**src/rtl/hook_pkg.sv**
```systemverilog
// rtl/hook_pkg.sv - shared state encoding, swing LUTs and screen bounds for the hook engine
package hook_pkg;

   typedef enum logic [2:0] {
      SWING,
      EXTEND,
      RETRACT_EMPTY,
      RETRACT_LOADED,
      RETURN
   } hook_state_e;

   typedef logic signed [7:0] lut_t [0:31];

   localparam int SCREEN_W = 640;
   localparam int SCREEN_H = 480;

   // Q1.7 entries, 5 degrees per index, index 16 is straight down (-80..+75 deg)
   localparam lut_t SIN_LUT = '{
      -8'sd125, -8'sd123, -8'sd119, -8'sd115, -8'sd110, -8'sd104, -8'sd97,  -8'sd90,
      -8'sd82,  -8'sd73,  -8'sd64,  -8'sd54,  -8'sd43,  -8'sd33,  -8'sd22,  -8'sd11,
      8'sd0,    8'sd11,   8'sd22,   8'sd33,   8'sd43,   8'sd54,   8'sd64,   8'sd73,
      8'sd82,   8'sd90,   8'sd97,   8'sd104,  8'sd110,  8'sd115,  8'sd119,  8'sd123
   };

   localparam lut_t COS_LUT = '{
      8'sd22,   8'sd33,   8'sd43,   8'sd54,   8'sd64,   8'sd73,   8'sd82,   8'sd90,
      8'sd97,   8'sd104,  8'sd110,  8'sd115,  8'sd119,  8'sd123,  8'sd125,  8'sd127,
      8'sd127,  8'sd127,  8'sd125,  8'sd123,  8'sd119,  8'sd115,  8'sd110,  8'sd104,
      8'sd97,   8'sd90,   8'sd82,   8'sd73,   8'sd64,   8'sd54,   8'sd43,   8'sd33
   };

endpackage

```
**src/rtl/hook_position.sv**
```systemverilog
// rtl/hook_position.sv - combinational angle/length to hook tip X/Y mapping
module hook_position
   import hook_pkg::*;
#(
   parameter int PIVOT_X = 320,
   parameter int PIVOT_Y = 64
) (
   input  logic [4:0]  angle_i,
   input  logic [8:0]  len_i,
   output logic [10:0] x_o,
   output logic [10:0] y_o
);

   logic signed [17:0] len_s;
   logic signed [17:0] sin_s;
   logic signed [17:0] cos_s;

   always_comb begin
      len_s = {9'b0, len_i};
      sin_s = {{10{SIN_LUT[angle_i][7]}}, SIN_LUT[angle_i]};
      cos_s = {{10{COS_LUT[angle_i][7]}}, COS_LUT[angle_i]};
   end

   // |len*lut| stays below 2^16, so the 18-bit product equals the 17-bit one
   assign x_o = 11'(PIVOT_X) + 11'((len_s * sin_s) >>> 7);
   assign y_o = 11'(PIVOT_Y) + 11'((len_s * cos_s) >>> 7);

endmodule

```
**src/rtl/hook_controller.sv**
```systemverilog
// rtl/hook_controller.sv - hook swing/extend/retract engine advancing on the frame tick
module hook_controller
   import hook_pkg::*;
#(
   parameter int PIVOT_X       = 320,
   parameter int PIVOT_Y       = 64,
   parameter int MIN_LEN       = 16,
   parameter int MAX_LEN       = 400,
   parameter int EXTEND_SPEED  = 4,
   parameter int RETRACT_SPEED = 8,
   parameter int SWING_DIV     = 2
) (
   input  logic        clk,
   input  logic        reset,
   input  logic        startOfFrame,
   input  logic        fireKey,
   input  logic        collision,
   input  logic [1:0]  grabbedWeight,
   output logic [10:0] hookX,
   output logic [10:0] hookY,
   output logic        isHooked,
   output logic        hookReturned,
   output logic        busy
);

   localparam logic [8:0] MIN_L   = 9'(MIN_LEN);
   localparam logic [8:0] EXT_L   = 9'(EXTEND_SPEED);
   localparam logic [9:0] MAX_L   = 10'(MAX_LEN);
   localparam logic [8:0] RET_L   = 9'(RETRACT_SPEED);
   localparam logic [3:0] DIV_END = 4'(SWING_DIV - 1);

   hook_state_e state_q;
   logic [4:0]  angle_q;
   logic        dir_up_q;
   logic [8:0]  len_q;
   logic [3:0]  swing_cnt_q;
   logic [1:0]  weight_q;
   logic [10:0] hookX_q;
   logic [10:0] hookY_q;
   logic        isHooked_q;
   logic        hookReturned_q;

   logic [8:0]  len_ext_d;
   logic [9:0]  len_look_d;
   logic [8:0]  ret_step_d;
   logic [8:0]  len_ret_d;
   logic [10:0] pos_x, pos_y;
   logic [10:0] look_x, look_y;
   logic [10:0] rest_x, rest_y;
   logic        give_up_d;

   hook_position #(.PIVOT_X(PIVOT_X), .PIVOT_Y(PIVOT_Y)) u_pos (
      .angle_i (angle_q),
      .len_i   (len_q),
      .x_o     (pos_x),
      .y_o     (pos_y)
   );

   // Tip one extension step beyond the length written on this tick
   hook_position #(.PIVOT_X(PIVOT_X), .PIVOT_Y(PIVOT_Y)) u_look (
      .angle_i (angle_q),
      .len_i   (len_look_d[8:0]),
      .x_o     (look_x),
      .y_o     (look_y)
   );

   hook_position #(.PIVOT_X(PIVOT_X), .PIVOT_Y(PIVOT_Y)) u_rest (
      .angle_i (5'd16),
      .len_i   (MIN_L),
      .x_o     (rest_x),
      .y_o     (rest_y)
   );

   always_comb begin
      len_ext_d  = len_q + EXT_L;
      len_look_d = {1'b0, len_ext_d} + {1'b0, EXT_L};
      // Negative X wraps to a large unsigned value, so one compare covers both edges
      give_up_d  = (len_look_d >= MAX_L) || (look_x >= 11'(SCREEN_W)) ||
                   (look_y >= 11'(SCREEN_H));
      ret_step_d = RET_L;
      if (state_q == RETRACT_LOADED) begin
         ret_step_d = RET_L >> weight_q;
         if (ret_step_d == 9'd0) begin
            ret_step_d = 9'd1;
         end
      end
      if ({1'b0, len_q} <= {1'b0, MIN_L} + {1'b0, ret_step_d}) begin
         len_ret_d = MIN_L;
      end else begin
         len_ret_d = len_q - ret_step_d;
      end
   end

   always_ff @(posedge clk) begin
      if (reset) begin
         state_q        <= SWING;
         angle_q        <= 5'd16;
         dir_up_q       <= 1'b1;
         len_q          <= MIN_L;
         swing_cnt_q    <= 4'd0;
         weight_q       <= 2'd0;
         hookX_q        <= rest_x;
         hookY_q        <= rest_y;
         isHooked_q     <= 1'b0;
         hookReturned_q <= 1'b0;
      end else begin
         hookX_q        <= pos_x;
         hookY_q        <= pos_y;
         hookReturned_q <= 1'b0;
         case (state_q)
            SWING: begin
               if (startOfFrame) begin
                  if (fireKey) begin
                     state_q <= EXTEND;
                  end else if (swing_cnt_q == DIV_END) begin
                     swing_cnt_q <= 4'd0;
                     // End index is held for one step while the direction flips
                     if (dir_up_q) begin
                        if (angle_q == 5'd31) dir_up_q <= 1'b0;
                        else                  angle_q  <= angle_q + 5'd1;
                     end else begin
                        if (angle_q == 5'd0)  dir_up_q <= 1'b1;
                        else                  angle_q  <= angle_q - 5'd1;
                     end
                  end else begin
                     swing_cnt_q <= swing_cnt_q + 4'd1;
                  end
               end
            end
            EXTEND: begin
               if (startOfFrame) begin
                  len_q <= len_ext_d;
                  if (collision) begin
                     state_q    <= RETRACT_LOADED;
                     isHooked_q <= 1'b1;
                     weight_q   <= grabbedWeight;
                  end else if (give_up_d) begin
                     state_q <= RETRACT_EMPTY;
                  end
               end
            end
            RETRACT_EMPTY: begin
               if (startOfFrame) begin
                  len_q <= len_ret_d;
                  if (len_ret_d == MIN_L) state_q <= SWING;
               end
            end
            RETRACT_LOADED: begin
               if (startOfFrame) begin
                  len_q <= len_ret_d;
                  if (len_ret_d == MIN_L) begin
                     state_q        <= RETURN;
                     hookReturned_q <= 1'b1;
                     isHooked_q     <= 1'b0;
                  end
               end
            end
            RETURN:  state_q <= SWING;
            default: state_q <= SWING;
         endcase
      end
   end

   assign hookX        = hookX_q;
   assign hookY        = hookY_q;
   assign isHooked     = isHooked_q;
   assign hookReturned = hookReturned_q;
   assign busy         = (state_q != SWING);

endmodule

```
**config.mk**
```make
export PLATFORM = sky130hd
export DESIGN_NAME = hook_controller
export DESIGN_NICKNAME = d
export VERILOG_FILES = /design/src/rtl/hook_pkg.sv /design/src/rtl/hook_position.sv /design/src/rtl/hook_controller.sv
export SDC_FILE = /design/constraint.sdc
export NUM_CORES = 1
export LEC_CHECK = 0
export CAP_MARGIN = 30
export CORE_MARGIN = 3
export CORE_UTILIZATION = 44
export CTS_BUF_LIST = sky130_fd_sc_hd__clkbuf_4 sky130_fd_sc_hd__clkbuf_8
export CTS_CLUSTER_SIZE = 25
export DETAILED_ROUTE_END_ITERATION = 10
export GPL_TIMING_DRIVEN = 0
export PLACE_DENSITY = 0.61
export SKIP_LAST_GASP = 1
export SLEW_MARGIN = 30
export SYNTH_ARGS = -nofsm -noshare
export SYNTH_HDL_FRONTEND = slang
export SYNTH_HIERARCHICAL = 1
export SYNTH_SLANG_ARGS = --single-unit
```
**constraint.sdc**
```tcl
create_clock -name clk -period 14.6 [get_ports clk]
set_clock_uncertainty 0.05 [all_clocks]
set_input_delay 2.19 -clock clk [delete_from_list [all_inputs] [get_ports clk]]
set_output_delay 2.19 -clock clk [all_outputs]
set_load 0.005 [all_outputs]
```
# Word-level counts from Yosys, hierarchy flattened
# Memory sizes are Yosys's and may differ from the RTL's.
# Index checks and enable logic that the tools add are counted.
dict set report totals {
  regBits 48
  mem_bits_ro 512
  inputBits 7
  output_inout_bits 25
  mem_count 2
}
dict set report op_classes {
  n_addsub 11
  multipliers 4
  magnitude_cmp 5
  n_eq_ne 18
  shift 1
  n_mux 33
  n_bitwise 4
  n_reduce_logical 17
}
# name words width rd rd_clocked_by_memory_dff write_ports line
set mem_list {}
lappend mem_list {{(no name shown)} 32 8 1 0 0 hook_position.sv:21} ;# cos_s = {{10{COS_LUT[angle_i][7]}}, COS_LUT[angle_i]};
lappend mem_list {{(no name shown)} 32 8 1 0 0 hook_position.sv:20} ;# sin_s = {{10{SIN_LUT[angle_i][7]}}, SIN_LUT[angle_i]};
# operator count
set op_table {}
lappend op_table {{$mul 10x8->18} 4}
lappend op_table {{$mux 9} 5}
lappend op_table {{$mux 8} 4}
lappend op_table {{$mux 3} 9}
lappend op_table {{$add 10x11->11 const A} 2}
lappend op_table {{$add 8x11->11 const A} 2}
lappend op_table {{$ne 2x2->1 const B} 9}
lappend op_table {{$pmux 9 s2} 1}
lappend op_table {{$mux 5} 3}
lappend op_table {{$pmux 3 s4} 1}
lappend op_table {{$ge 11x10->1 const B} 1}
lappend op_table {{$ge 11x9->1 const B} 1}
lappend op_table {{$add 5x9->10 const A} 1}
lappend op_table {{$add 9x3->10 const B} 1}
lappend op_table {{$ge 10x9->1 const B} 1}
lappend op_table {{$le 9x10->1} 1}
lappend op_table {{$add 9x3->9 const B} 1}
lappend op_table {{$eq 9x5->1 const B} 1}
lappend op_table {{$logic_not 9->1} 1}
lappend op_table {{$reduce_and 3->1} 3}
lappend op_table {{$shr 4x2->9 const A} 1}
lappend op_table {{$sub 9x9->9} 1}
lappend op_table {{$mux 1} 8}
lappend op_table {{$reduce_and 8->1} 1}
lappend op_table {{other kinds (24)} 30}

# Depth between registers and ports, before layout
dict set report depth {
  word_depth 13
  ltp_mapped 39
}

# By module
# Netlist, hierarchy kept.
# module instances cells_per_inst area_per_inst_um2
set by_module_without_submodules {}
lappend by_module_without_submodules {{hook_position (u_rest)} 1 669 5436.5}
lappend by_module_without_submodules {{hook_position (u_look)} 1 658 5417.7}
lappend by_module_without_submodules {{hook_position (u_pos)} 1 655 5397.7}
lappend by_module_without_submodules {hook_controller 1 301 2747.6}

# Worst setup path after synthesis
# No wires, ideal clock.
dict set report synth_path {
  kind {flip-flop to flip-flop}
  start {register angle_q[1]}
  end {register state_q[1]}
  arrival_time_ns 8.574
  t_required_ns 14.427
  slack_ns 5.853
  path_stages_with_launch 36
  n_path_buf 3
  period_less_slack_ns 8.747
  path_cell_list {dfxtp_1 > buf_4 > inv_1 > ha_1 > clkbuf_1 > inv_1 > mux4_2 > a21oi_1 > nor2_1 > fa_1 > inv_1 > fa_1 > inv_1 > fa_1 > inv_1 > fa_1 > inv_1 > ha_1 > nand2_1 > nor4b_1 > o2111ai_1 > a31oi_1 > xor2_1 > ha_1 > clkbuf_1 > inv_1 > a31oi_1 > a21oi_1 > or3_1 > o311ai_1 > xnor2_1 > nor4_1 > nand4_1 > a21oi_1 > a211oi_2 > mux2_1}
}
dict set report synth_between {
  elab_chain_cells 11
}
# element line
set synth_rtl {}
lappend synth_rtl {{start, declared} hook_controller.sv:33} ;# logic [4:0] angle_q;
lappend synth_rtl {{start signal, assigned} hook_controller.sv:120} ;# else angle_q <= angle_q + 5'd1;
lappend synth_rtl {{start signal, assigned} hook_controller.sv:123} ;# else angle_q <= angle_q - 5'd1;
lappend synth_rtl {{$not 5->6 (implied by the code)} hook_position.sv:20}
lappend synth_rtl {{$mem_v2 32x8} --}
lappend synth_rtl {{$mux 8 (2 in series)} --}
lappend synth_rtl {{$mul 10x8->18} hook_position.sv:25} ;# assign x_o = 11'(PIVOT_X) + 11'((len_s * sin_s) >>> 7);
lappend synth_rtl {{$add 10x11->11} hook_position.sv:25}
lappend synth_rtl {{named net look_x[10]} hook_controller.sv:48} ;# logic [10:0] look_x, look_y;
lappend synth_rtl {{$ge 11x10->1} hook_controller.sv:78} ;# give_up_d = (len_look_d >= MAX_L) || (look_x >= 11'(SCREEN_W)) ||
lappend synth_rtl {{$logic_or 1x1->1 (2 in series)} hook_controller.sv:78}
lappend synth_rtl {{$ne 3x3->1 (no source line)} --}
lappend synth_rtl {{$reduce_and 8->1 (no source line)} --}
lappend synth_rtl {{end signal, assigned} hook_controller.sv:96} ;# state_q <= SWING;
lappend synth_rtl {{end signal, assigned} hook_controller.sv:114} ;# state_q <= EXTEND;
lappend synth_rtl {{end signal, assigned} hook_controller.sv:134} ;# state_q <= RETRACT_LOADED;
lappend synth_rtl {{end, declared} hook_controller.sv:32} ;# hook_state_e state_q;
# The timed path passes the listed nets, and every way through them passes these cells. The select of a mux whose other input is x is not followed.
# A chain may end at the register's enable or synchronous reset.

# Final worst setup path
# Ends and elaborated chain as after synthesis.

==> summary.log <==
[detailed_routing] total routed wirelength 45.21 mm
[layout] post-layout util 48.02%
[die] cell row count 75
[global_route] vias in the first global route 15,410
[detailed_routing] Iter 0 DRT Violations 717
[die] Die Ht 212.8 um
[global_route] residual overflow from global routing 0
[synth] post-synthesis instance area 0.01882 sq mm
[timing] worst relative slew slack 37.52%
[setup_path] end of the worst register-to-register path state_q[1]
[setup_path] startpoint of the most critical setup path angle_q[1]
[timing] fin crit share 68.21%
[cts] CTS Buffer Depth 2
[detailed_routing] # DRC 0
[setup_path] Most Frequent Cell on Critical Path sky130_fd_sc_hd__inv_1
[setup_path] slowest cell delay on critical path 0.70 ns
[setup_path] crit path DAT 10.17 ns
[setup_path] critical path type reg -> reg
[cts] post-cts hold buffer count 0
[layout] register area 963.4 sq um
[setup_path] crit path capture type flop
[place] DPL Wire Length 37.13 mm
[detailed_routing] routed vias 15,400
[cts] Resize count post-CTS 0
[timing] Worst Hold Margin 0.4484 ns
[global_route] total track usage 20.43%
[setup_path] worst setup path end state_q[1]
[layout] relative area change from synthesis to final layout 7.512%
[die] DIE WIDTH 212.8 um
[setup_path] Worst R2R Setup Slack 4.64 ns
[die] Initial Util 44.67%
[power_and_ir_drop] IR drop worst, VDD 0.5523 mV
[cts] H-Tree Depth 2
[cts] clk sink count 48
[setup_path] cell with the largest stage delay on the worst path sky130_fd_sc_hd__dfxtp_2
[layout] most used cells in the layout excluding fill and tap cells sky130_fd_sc_hd__inv_1 (355), sky130_fd_sc_hd__ha_1 (301), sky130_fd_sc_hd__and2_1 (232), sky130_fd_sc_hd__fa_1 (227), sky130_fd_sc_hd__nor2_1 (161)
[layout] most common library cell in the layout ignoring fill and taps sky130_fd_sc_hd__inv_1
[cts] CTS tree done
[power_and_ir_drop] standby leakage power 0.01041 uW
[place] Final GP Congestion 0.8878
[timing] final count of hold timing violations 0
[cts] number of post-CTS setup repair buffers 0
[layout] Multi-input gate area 0.01640 sq mm
[setup_path] Worst setup SP type flop
[layout] fraction of layout instances using a drive strength above 1 5.281%
[setup_path] startpoint of the lowest-slack register-to-register path angle_q[1]
[timing] unrepaired setup endpoints after global routing no
[timing] max-slew violation total from the final report 0
[synth] count of synthesis-stage warnings from yosys 6
[synth] Mean Syn Cell Area 8.354 sq um
[timing] FMAX 100.4 MHz
[run] total of max-cap violations 0
[setup_path] Req. time, crit path 14.81 ns
[setup_path] crit-path max FO 25
[setup_path] number of cells on the worst reg-to-reg path 37
[cts] clock latency reported for the late side of the worst-skew pair 0.36 ns
[die] area enclosed by the die boundary 0.04529 sq mm
[timing] aggregate negative setup slack 0 ns
[detailed_routing] DR pass1 iterations 5
[synth] instance count of the mapped netlist 2,253
[timing] time the final worst path needs with I/O delays and setup 9.958 ns
[timing] Final Setup Violations 0
[timing] Worst-Margin Slew 0.9373 ns
[global_route] first-pass GRT wire length 76.42 mm
[min_path] Hold/Removal Path Class reg -> reg
[cts] total CTS buffers 5
[layout] fill cell count 4,150
[place] number of buffers inserted by port buffering 31
[detailed_routing] average wire per standard cell 15.55 um
[detailed_routing] Avg Vias per Cell 5.297
[die] I/O pin count 32
[power_and_ir_drop] power per cell area 153.0 mW/mm^2
[detailed_routing] antenna viol nets, final 0
[global_route] antenna violations before repair 0
[global_route] pin count of the biggest net entering global routing 26
[outcome] run status finished clean
[cts] CTS root buf sky130_fd_sc_hd__clkbuf_8
[layout] total number of nets in the final design 2,901
[power_and_ir_drop] power consumption 3095 uW
[cts] clk slew on worst S/H paths 0.12 ns
[die] standard cell core area 0.04213 sq mm
[stage by stage]
stage	worst slack [ns]	area [sq um]	std cells
2_1_floorplan	6.126	19100	2327
5_1_grt	3.927	20230	2906
3_3_place_gp	4.465	20080	2897
3_5_place_dp	4.286	20100	2898
6_report	4.642	20230	2908
4_1_cts	4.241	20220	2906
[report_power, final]
| group | internal (uW) | total, uW | switching (uW) |
|---|---|---|---|
| Sequential | 174 | 205 | 31.2 |
| Clock | 51.9 | 115 | 62.7 |
| Combinational | 1220 | 2780 | 1560 |
[how the worst min path moves through the flow]
stage	from	slack [ns]	endpoint	cells after the start
6_report	isHooked	0.45	isHooked	2
5_1_grt	isHooked	0.49	isHooked	2
4_1_cts	isHooked	0.45	isHooked	2
3_5_place_dp	isHooked	0.43	isHooked	2
3_3_place_gp	isHooked	0.43	isHooked	2
2_1_floorplan	isHooked	0.42	isHooked	2
[critical path, delay by kind of cell, from the launching register on]
kind	cells	cell delay, ns
AOI/OAI and AO/OA	9	2.29
xor gates and xnor gates	1	0.16
adders and majority gates	7	2.90
buffers and inverters	9	1.36
DFF	1	0.70
muxes	2	0.79
and+or+nand+nor	9	1.58
[state kept, by name, indices dropped and copies added, names as in the netlist]
signal	cells
hookX	11
hookY	11
len_q	9
angle_q	5
swing_cnt_q	4
state_q	3
weight_q	2
dir_up_q	1
hookReturned	1
isHooked	1
[routing by layer]
layer / share of wire, % / global-route usage, %
met2: 48 / 35.42
met3: 2.9 / 1.660
met4: 1.3 / 3.097
met5: 0 / 0
met1: 48 / 28.49
[final cells by class]
class                           count  share of cell area (%)
Buffer                             86                   1.997
Multi-Input combinational cell   1834                   81.03
Timing Repair Buffer               32                   1.558
Clock buffer                        5                  0.3401
Tap cell                          539                   3.333
Clock inverter                      3                  0.2288
Inverter                          359                   6.728
Antenna cell                        2                 0.02473
Sequential cell                    48                   4.761
(Power assumes the default switching activity.)
